### config.mk
export PLATFORM = sky130hd
export DESIGN_NAME = csr_fwd_ctrl
export DESIGN_NICKNAME = d
export VERILOG_FILES = /design/src/rtl/csr_fwd_pkg.sv /design/src/rtl/csr_fwd_cmp.sv /design/src/rtl/csr_fwd_ctrl.sv
export SDC_FILE = /design/constraint.sdc
export NUM_CORES = 1
export LEC_CHECK = 0
export ABC_CLOCK_PERIOD_IN_PS = 2800
export CAP_MARGIN = 10
export CORE_UTILIZATION = 47
export DETAILED_ROUTE_END_ITERATION = 10
export PLACE_DENSITY_LB_ADDON = 0.15
export SYNTH_ARGS = -nofsm -noshare
export SYNTH_HDL_FRONTEND = slang
export SYNTH_HIERARCHICAL = 1
export SYNTH_SLANG_ARGS = --single-unit
### constraint.sdc
create_clock -name clk -period 2.8 [get_ports clk]
set_input_delay 0.56 -clock clk [delete_from_list [all_inputs] [get_ports clk]]
set_output_delay 0.56 -clock clk [all_outputs]
set_load 0.02 [all_outputs]
### src/rtl/csr_fwd_pkg.sv
// Shared select codes, FSM state type and shadow-entry layout for the CSR
// forwarding controller.
package csr_fwd_pkg;

  localparam int REG_AW_DEF = 5;
  localparam int CSR_AW_DEF = 12;

  localparam logic [2:0] FWD1_RF      = 3'd0;
  localparam logic [2:0] FWD1_MEM_ALU = 3'd1;
  localparam logic [2:0] FWD1_WB_ALU  = 3'd2;
  localparam logic [2:0] FWD1_WB_MEM  = 3'd3;
  localparam logic [2:0] FWD1_WBT_MEM = 3'd4;
  localparam logic [2:0] FWD1_WBT_ALU = 3'd5;

  localparam logic [1:0] FWD2_EX  = 2'd0;
  localparam logic [1:0] FWD2_MEM = 2'd1;
  localparam logic [1:0] FWD2_WB  = 2'd2;
  localparam logic [1:0] FWD2_WBT = 2'd3;

  typedef enum logic {
    ST_RUN   = 1'b0,
    ST_STALL = 1'b1
  } fsm_state_t;

  typedef struct packed {
    logic                  valid;
    logic [REG_AW_DEF-1:0] rd;
    logic                  rd_we;
    logic                  is_load;
    logic [CSR_AW_DEF-1:0] csr_addr;
    logic                  csr_we;
  } shadow_t;

  localparam int SHADOW_W = $bits(shadow_t);

  function automatic shadow_t make_entry(
    input logic                  valid,
    input logic [REG_AW_DEF-1:0] rd,
    input logic                  rd_we,
    input logic                  is_load,
    input logic [CSR_AW_DEF-1:0] csr_addr,
    input logic                  csr_we
  );
    shadow_t e;
    e.valid    = valid;
    e.rd       = rd;
    e.rd_we    = rd_we;
    e.is_load  = is_load;
    e.csr_addr = csr_addr;
    e.csr_we   = csr_we;
    return e;
  endfunction

endpackage

### src/rtl/csr_fwd_cmp.sv
// Compares one in-flight shadow entry against the CSR instruction in ID:
// GPR rs1 hit (and whether the producer is a load) plus CSR address hit.
module csr_fwd_cmp #(
  parameter int REG_AW = 5,
  parameter int CSR_AW = 12
) (
  input  logic              valid,
  input  logic [REG_AW-1:0] rd,
  input  logic              rd_we,
  input  logic              is_load,
  input  logic [CSR_AW-1:0] csr_addr,
  input  logic              csr_we,
  input  logic [REG_AW-1:0] id_rs1,
  input  logic [CSR_AW-1:0] id_csr_addr,
  output logic              rs1_hit,
  output logic              rs1_load,
  output logic              csr_hit
);

  // x0 is hard-wired zero, so a write to it never forwards
  assign rs1_hit  = valid & rd_we & (rd != {REG_AW{1'b0}}) & (rd == id_rs1);
  assign rs1_load = is_load;
  assign csr_hit  = valid & csr_we & (csr_addr == id_csr_addr);

endmodule

### src/rtl/csr_fwd_ctrl.sv
// CSR operand hazard/forwarding controller. Optional event counters are
// built when the macro CSR_FWD_STATS_EN is defined.
module csr_fwd_ctrl
  import csr_fwd_pkg::*;
#(
  parameter int REG_AW = REG_AW_DEF,
  parameter int CSR_AW = CSR_AW_DEF,
  parameter int CNT_W  = 32
) (
  input  logic              clk,
  input  logic              rst,
  input  logic              hold,
  input  logic              flush,
  input  logic              id_valid,
  input  logic              id_is_csr,
  input  logic              id_rs1_used,
  input  logic [REG_AW-1:0] id_rs1,
  input  logic [CSR_AW-1:0] id_csr_addr,
  input  logic [REG_AW-1:0] id_rd,
  input  logic              id_rd_we,
  input  logic              id_is_load,
  input  logic              id_csr_we,
  output logic [2:0]        forward_csr_signal1,
  output logic [1:0]        forward_csr_signal2,
  output logic              stall_id,
  output logic              bubble_ex,
  output logic [CNT_W-1:0]  stat_stalls,
  output logic [CNT_W-1:0]  stat_fwd
);

  // A WB_TEMP producer is reached through the wb_r hit registered one cycle
  // earlier, so no separate WB_TEMP shadow needs to be kept.
  shadow_t    ex_r, mem_r, wb_r, id_entry_s;
  shadow_t    stage_s [3];
  fsm_state_t state_r, state_nxt_s;
  logic [2:0] sel1_r, sel1_nxt_s;
  logic [1:0] sel2_r, sel2_nxt_s;
  logic [2:0] rs1_hit_s, rs1_load_s, csr_hit_s;
  logic       rs1_req_s, hazard_s;

  assign id_entry_s = make_entry(id_valid, id_rd, id_rd_we, id_is_load,
                                 id_csr_addr, id_csr_we);
  assign stage_s[0] = ex_r;
  assign stage_s[1] = mem_r;
  assign stage_s[2] = wb_r;

  for (genvar g = 0; g < 3; g++) begin : g_cmp
    csr_fwd_cmp #(.REG_AW(REG_AW), .CSR_AW(CSR_AW)) u_cmp (
      .valid       (stage_s[g].valid),
      .rd          (stage_s[g].rd),
      .rd_we       (stage_s[g].rd_we),
      .is_load     (stage_s[g].is_load),
      .csr_addr    (stage_s[g].csr_addr),
      .csr_we      (stage_s[g].csr_we),
      .id_rs1      (id_rs1),
      .id_csr_addr (id_csr_addr),
      .rs1_hit     (rs1_hit_s[g]),
      .rs1_load    (rs1_load_s[g]),
      .csr_hit     (csr_hit_s[g])
    );
  end

  assign rs1_req_s = id_is_csr & id_rs1_used;

  // Priority-encode the forwarding sources as seen from ID (youngest first)
  always_comb begin
    sel1_nxt_s = FWD1_RF;
    hazard_s   = 1'b0;
    if (!rs1_req_s) begin
      sel1_nxt_s = FWD1_RF;
    end else if (rs1_hit_s[0]) begin
      if (rs1_load_s[0]) begin
        hazard_s = 1'b1;
      end else begin
        sel1_nxt_s = FWD1_MEM_ALU;
      end
    end else if (rs1_hit_s[1]) begin
      sel1_nxt_s = rs1_load_s[1] ? FWD1_WB_MEM : FWD1_WB_ALU;
    end else if (rs1_hit_s[2]) begin
      sel1_nxt_s = rs1_load_s[2] ? FWD1_WBT_MEM : FWD1_WBT_ALU;
    end else begin
      sel1_nxt_s = FWD1_RF;
    end

    sel2_nxt_s = FWD2_EX;
    if (csr_hit_s[0]) begin
      sel2_nxt_s = FWD2_MEM;
    end else if (csr_hit_s[1]) begin
      sel2_nxt_s = FWD2_WB;
    end else if (csr_hit_s[2]) begin
      sel2_nxt_s = FWD2_WBT;
    end else begin
      sel2_nxt_s = FWD2_EX;
    end
  end

  // Load-use stall FSM: one stall cycle per hazard, flush always wins
  always_comb begin
    state_nxt_s = state_r;
    stall_id    = 1'b0;
    bubble_ex   = 1'b0;
    case (state_r)
      ST_RUN: begin
        if (hazard_s && id_valid && !flush) begin
          stall_id    = 1'b1;
          bubble_ex   = 1'b1;
          state_nxt_s = ST_STALL;
        end else begin
          state_nxt_s = ST_RUN;
        end
      end
      ST_STALL: state_nxt_s = ST_RUN;
      default:  state_nxt_s = ST_RUN;
    endcase
  end

  // Shadow pipeline, registered selects and FSM state
  always_ff @(posedge clk or posedge rst) begin
    if (rst) begin
      ex_r    <= '0;
      mem_r   <= '0;
      wb_r    <= '0;
      sel1_r  <= FWD1_RF;
      sel2_r  <= FWD2_EX;
      state_r <= ST_RUN;
    end else if (flush) begin
      ex_r    <= '0;
      mem_r   <= '0;
      wb_r    <= mem_r;
      sel1_r  <= FWD1_RF;
      sel2_r  <= FWD2_EX;
      state_r <= ST_RUN;
    end else if (!hold) begin
      wb_r    <= mem_r;
      mem_r   <= ex_r;
      ex_r    <= bubble_ex ? '0 : id_entry_s;
      sel1_r  <= bubble_ex ? FWD1_RF : sel1_nxt_s;
      sel2_r  <= bubble_ex ? FWD2_EX : sel2_nxt_s;
      state_r <= state_nxt_s;
    end
  end

  assign forward_csr_signal1 = sel1_r;
  assign forward_csr_signal2 = sel2_r;

`ifdef CSR_FWD_STATS_EN
  logic [CNT_W-1:0] stat_stalls_r, stat_fwd_r;

  // Event counters; wrap naturally at 2^CNT_W
  always_ff @(posedge clk or posedge rst) begin
    if (rst) begin
      stat_stalls_r <= {CNT_W{1'b0}};
      stat_fwd_r    <= {CNT_W{1'b0}};
    end else if (!hold) begin
      if (state_r == ST_RUN && stall_id) begin
        stat_stalls_r <= stat_stalls_r + {{(CNT_W-1){1'b0}}, 1'b1};
      end
      if (ex_r.valid && (sel1_r != FWD1_RF || sel2_r != FWD2_EX)) begin
        stat_fwd_r <= stat_fwd_r + {{(CNT_W-1){1'b0}}, 1'b1};
      end
    end
  end

  assign stat_stalls = stat_stalls_r;
  assign stat_fwd    = stat_fwd_r;
`else
  assign stat_stalls = {CNT_W{1'b0}};
  assign stat_fwd    = {CNT_W{1'b0}};
`endif

endmodule

Word-level counts from Yosys, hierarchy flattened. Cells that the tools add are included.

Memories kept: 0. Bits in latches: 0. Bits in read-only memories: 0. RAM bits: 0. Register bits: 69. Output and inout port bits: 71. Input bits: 32.

Reductions and logical operators: 6. Shifts and indexed selects: 0. Bitwise operators: 17. Div/mod/pow operators: 0. Add/subtract/negate cells: 0. Multipliers: 0. Multiplexer cells: 31. Eq/ne operators: 7. $lt $le $gt $ge: 0.

Operators with widths (count): 21-bit two-way mux (7); 12-bit == test (3); 3-bit two-way mux (7); 1-bit AND (16); 5-bit == test (3); 5-bit nonzero test (3); 2-bit two-way mux (6); 1-bit two-way mux (10); 1-bit logical AND (2); 2-bit by 1-bit inequality test with 1-bit output, second input constant (1); 1-bit case mux with 2 select lines (1); 1-bit zero test (1); 1-bit inverter (1).

Depth between registers and ports, before layout.
Depth after elaboration: 12. Gate-level depth with buffers: 7.

By module. Netlist, hierarchy kept.

Modules (own cells, without submodules): csr_fwd_ctrl (cells an instance 352, instances 1, seq. area each 1726.7 sq um, area an instance 3474.6 sq um); csr_fwd_cmp (cells an instance 28, instances 3, seq. area each 0.0 sq um, area an instance 219.0 sq um).

Least setup slack after synthesis. Ideal clock, no wire load.

Path type: input -> output. Start point: input id_rs1[0]. End point: output stall_id. Slack: -0.237 ns. Data arrival time: 2.477 ns. Stages on the path: 7. Path through: xnor2_1 o2111ai_1 nor3b_1 nand2_1 or3_1 nor3b_1 buf_4.

Longest elaborated chain between the ends: 8.

RTL lines: start, declared (line csr_fwd_ctrl.sv:17) `input logic [REG_AW-1:0] id_rs1,`; 5-bit == test (line csr_fwd_cmp.sv:21) `assign rs1_hit = valid & rd_we & (rd != {REG_AW{1'b0}}) & (rd == id_rs1);`; 1-bit AND (line csr_fwd_cmp.sv:21); via rs1_hit_s[0] (line csr_fwd_ctrl.sv:38) `logic [2:0] rs1_hit_s, rs1_load_s, csr_hit_s;`; 1-bit two-way mux (line csr_fwd_ctrl.sv:71) `end else if (rs1_hit_s[0]) begin`; 1-bit two-way mux (line csr_fwd_ctrl.sv:69) `if (!rs1_req_s) begin`; 1-bit logical AND (2 in series) (line csr_fwd_ctrl.sv:104) `if (hazard_s && id_valid && !flush) begin`; 1-bit two-way mux (2 in series); end, declared (line csr_fwd_ctrl.sv:25) `output logic stall_id,`.

The timed path passes the listed nets, and every way through them passes these cells.

Worst setup path in the final report.
Start point: input id_rs1[0]. End point: output stall_id.

Longest elaborated chain between the ends: 8.

RTL lines: 5-bit == test (line csr_fwd_cmp.sv:21); 1-bit AND (line csr_fwd_cmp.sv:21); via rs1_hit_s[0] (line csr_fwd_ctrl.sv:38); 1-bit two-way mux (line csr_fwd_ctrl.sv:71); 1-bit two-way mux (line csr_fwd_ctrl.sv:69); 1-bit logical AND (2 in series) (line csr_fwd_ctrl.sv:104); 1-bit two-way mux (line csr_fwd_ctrl.sv:104); 1-bit two-way mux (line csr_fwd_ctrl.sv:102) `case (state_r)`.

The timed path passes the listed nets, and every way through them passes these cells.

==> impl_results.md <==
- Hold buffer count at CTS: 0
- Synth top area share: between 40% and 50%
- Launch point of the worst reg-to-reg path: ex_r[17]
- Period utilization: 101%
- Synth warnings: 6
- Initial antenna violation count: 0
- Cell area after layout: between 0.004 and 0.005 mm2
- Die Ht: 95.8 um
- Area of the core: roughly 0.0083 mm2
- Power per cell area: between 400 and 500 mW/mm2
- Largest net degree at the start of global routing: 51
- Hold path startpoint: stage_s[19]
- DP Area: 0.00444 mm2
- Worst skew pair latency: roughly 340 ps
- Sequential element share of the synthesized area: about two fifths
- Count of cell types in the netlist: 31
- Iteration-0 DRC Markers: approximately 140
- Max-slew violation count: 0
- HPWL after DPL: between 5000 and 6000 um
- Num CTS Buffers: 9
- Startpoint Class: input port
- Violated checks: setup timing
- Count of final hold-check violations: 0
- Synth async-reset ratio: 100%
- CP Max Fanout: 2
- Die area: a little over 0.009 mm2
- Max Clock Freq: between 300 and 400 MHz
- Synth cell count leaders: 72 x buf_4, 69 x dfrtp_1, 68 x nand2_1
- Rows: 33
- Gate Count Post-Synth: about 440
- IO buf count: 38
- Vias: 2,881
- Worst Clk Skew: about 9.5 ps
- # H-tree levels: 3
- Diodes inserted: 0
- Grt ovf: 0
- Most common cell in the netlist: buf_4
- Gp weighted congestion: around 0.80
- Unrepaired setup endpoints after global routing: true
- Tot GR Track Use: about a fifth
- Final WL: about 8000 um
- Drt pass-1 iters: 5
- I/O pin total: just over 100
- Fillers: between 700 and 800
- Post-synth design cell area: 0.00413 mm2
- Final setup violation count: 2
- CTS sink count: 69
- Maximum vdd ir drop: about 0.3 mV
- Layout cells sized above 1: a little under an eighth
- Clock Path Buffers: 2
- Status: complete, but fails checks
- Initial Util: 49.5%
- WP data required: approximately 2200 ps
- WL/cell: roughly 14 um
- Die width: around 96 um
- First-pass GRT wire length: between 10,000 and 15,000 um
- Synth area leader: dfrtp_1
- Max cap viols: 0
- CP startpoint: id_rs1[0]
- Crit path kind: input port to primary output
- Clock root cell: clkbuf_8
- Via density: around 4.9
- Synth Flop Type: dfrtp_1
- CTS tree: built
- CP endpoint kind: primary output
- Yosys reg bits: 69
- Hold WC Path Type: flop to flop
- Avg Inst Size Synth: roughly 9.5 um2
- Final period demand of the worst path: 2810 ps
- Slew margin rel.: 52.4%
- Worst hold margin: 476 ps
- Slew @ Worst Pin: between 700 and 800 ps
- Setup repair bufs after CTS: 0
- P&R area growth vs syn: 13.3%
- Post-DRT Antenna Nets: 0
- Vias in the first global route: between 2,000 and 3,000
- Number of synthesized flops with an enable pin: 0
- Nets@finish: about 500
- Static Leakage: 0.00220 uW
- Final WS setup: -14.6 ps
- Ranking of synthesized cells by area: dfrtp_1 42%, buf_4 13%, xnor2_1 10%
- # DRC: 0
- Arrival time worst endpoint: roughly 2300 ps
- Clk slew on worst S/H paths: about 70 ps
-- state kept, by name (all words and copies together), names as in the netlist --
| name | count |
|---|---|
| forward_csr_signal1 | 3 |
| ex_r | 21 |
| forward_csr_signal2 | 2 |
| mem_r | 21 |
| stage_s | 21 |
| state_r | 1 |
-- through the flow --
stage	cells	total power (uW)	util, %	TNS, ps	setup WS, ps
CTS	591	2340	56.0	0	0.299
floorplan	499	1400	-	0	5.98
finish	591	2310	56.1	-25.1	-14.6
global placement	576	1450	53.3	-1350	-677
global route	591	2420	56.1	-206	-105
detailed placement	576	1450	53.3	-1430	-727
-- cell usage in the layout, fill, tap and decap left out, types with 4 or more instances in the layout --
| cell | instances |
|---|---|
| dfrtp_1 | 69 |
| nand2_1 | 67 |
| conb_1 | 64 |
| xnor2_1 | 47 |
| clkdlybuf4s50_1 | 29 |
| inv_1 | 25 |
| nor2_1 | 23 |
| nand3b_1 | 22 |
| buf_4 | 22 |
| mux2i_1 | 21 |
| o41ai_1 | 21 |
| clkbuf_8 | 10 |
| nand3_1 | 9 |
| nand4_1 | 6 |
| o21ai_0 | 5 |
| nor4_1 | 4 |
-- cell type report --
| class | instances | area (um2) | area share [%] |
|---|---|---|---|
| Multi-Input combinational cell | 314 | 1940 | 41.4 |
| Sequential cell | 69 | 1730 | 36.9 |
| Timing Repair Buffer | 62 | 574 | 12.3 |
| Clock buffer | 11 | 141 | 3.02 |
| Tap cell | 105 | 131 | 2.81 |
| Inverter | 26 | 97.6 | 2.08 |
| Clock inverter | 4 | 72.6 | 1.55 |
-- metal layers --
| layer | part of all wire (%) | global-route usage (%) | vias up |
|---|---|---|---|
| li1 | - | - | 1419 |
| met1 | 48 | 25.9 | 1371 |
| met2 | 48 | 31.6 | 89 |
| met3 | 4.1 | 3.95 | 2 |
| met4 | 0.14 | 4.85 | 0 |
| met5 | 0 | 0 | - |
-- critical path, stage by stage --
cell and delay (ps):
clkdlybuf4s15_1 200, xnor2_1 150, o2111ai_1 140, nor3b_2 200, buf_4 140, nand2_2 60
or3_4 380, nor3b_4 260, buf_6 160
-- cells by family (layout without fill, tap and decap cells) --
group	Yosys count	count (layout)	synth area share (%)
and+or+nand+nor	146	146	18.0
buffers and inverters	116	103	17.8
DFF	69	69	41.8
xor gates and xnor gates	48	48	10.2
AOI/OAI and AO/OA	35	35	6.97
muxes	21	21	5.09
other	1	64	0.0908
-- power breakdown --
part	total (uW)	switching [uW]	internal (uW)	leakage, uW
Sequential	1070	35.5	1040	0.000941
Clock	877	357	520	0.000105
Combinational	360	219	140	0.00115
Total	2310	612	1700	0.00220
-- final timing paths --
check,depth (start not counted),slack [ps],to
worst max register to register,9,820,forward_csr_signal2[0]
worst min register to register,2,480,stage_s[19]
worst min-delay path,2,480,stage_s[19]
max in group asynchronous,3,1500,stage_s[3]
min in group asynchronous,2,580,mem_r[11]
worst max-delay path,9,-10,stall_id
-- what timing repair did --
| action | in CTS | in global routing |
|---|---|---|
| pin swaps | 4 | 7 |
| cloned | 0 | 0 |
| setup endpoints to repair | 2 | 2 |
| gates resized for setup | 20 | 4 |
Power figures use the tool's default switching activity.
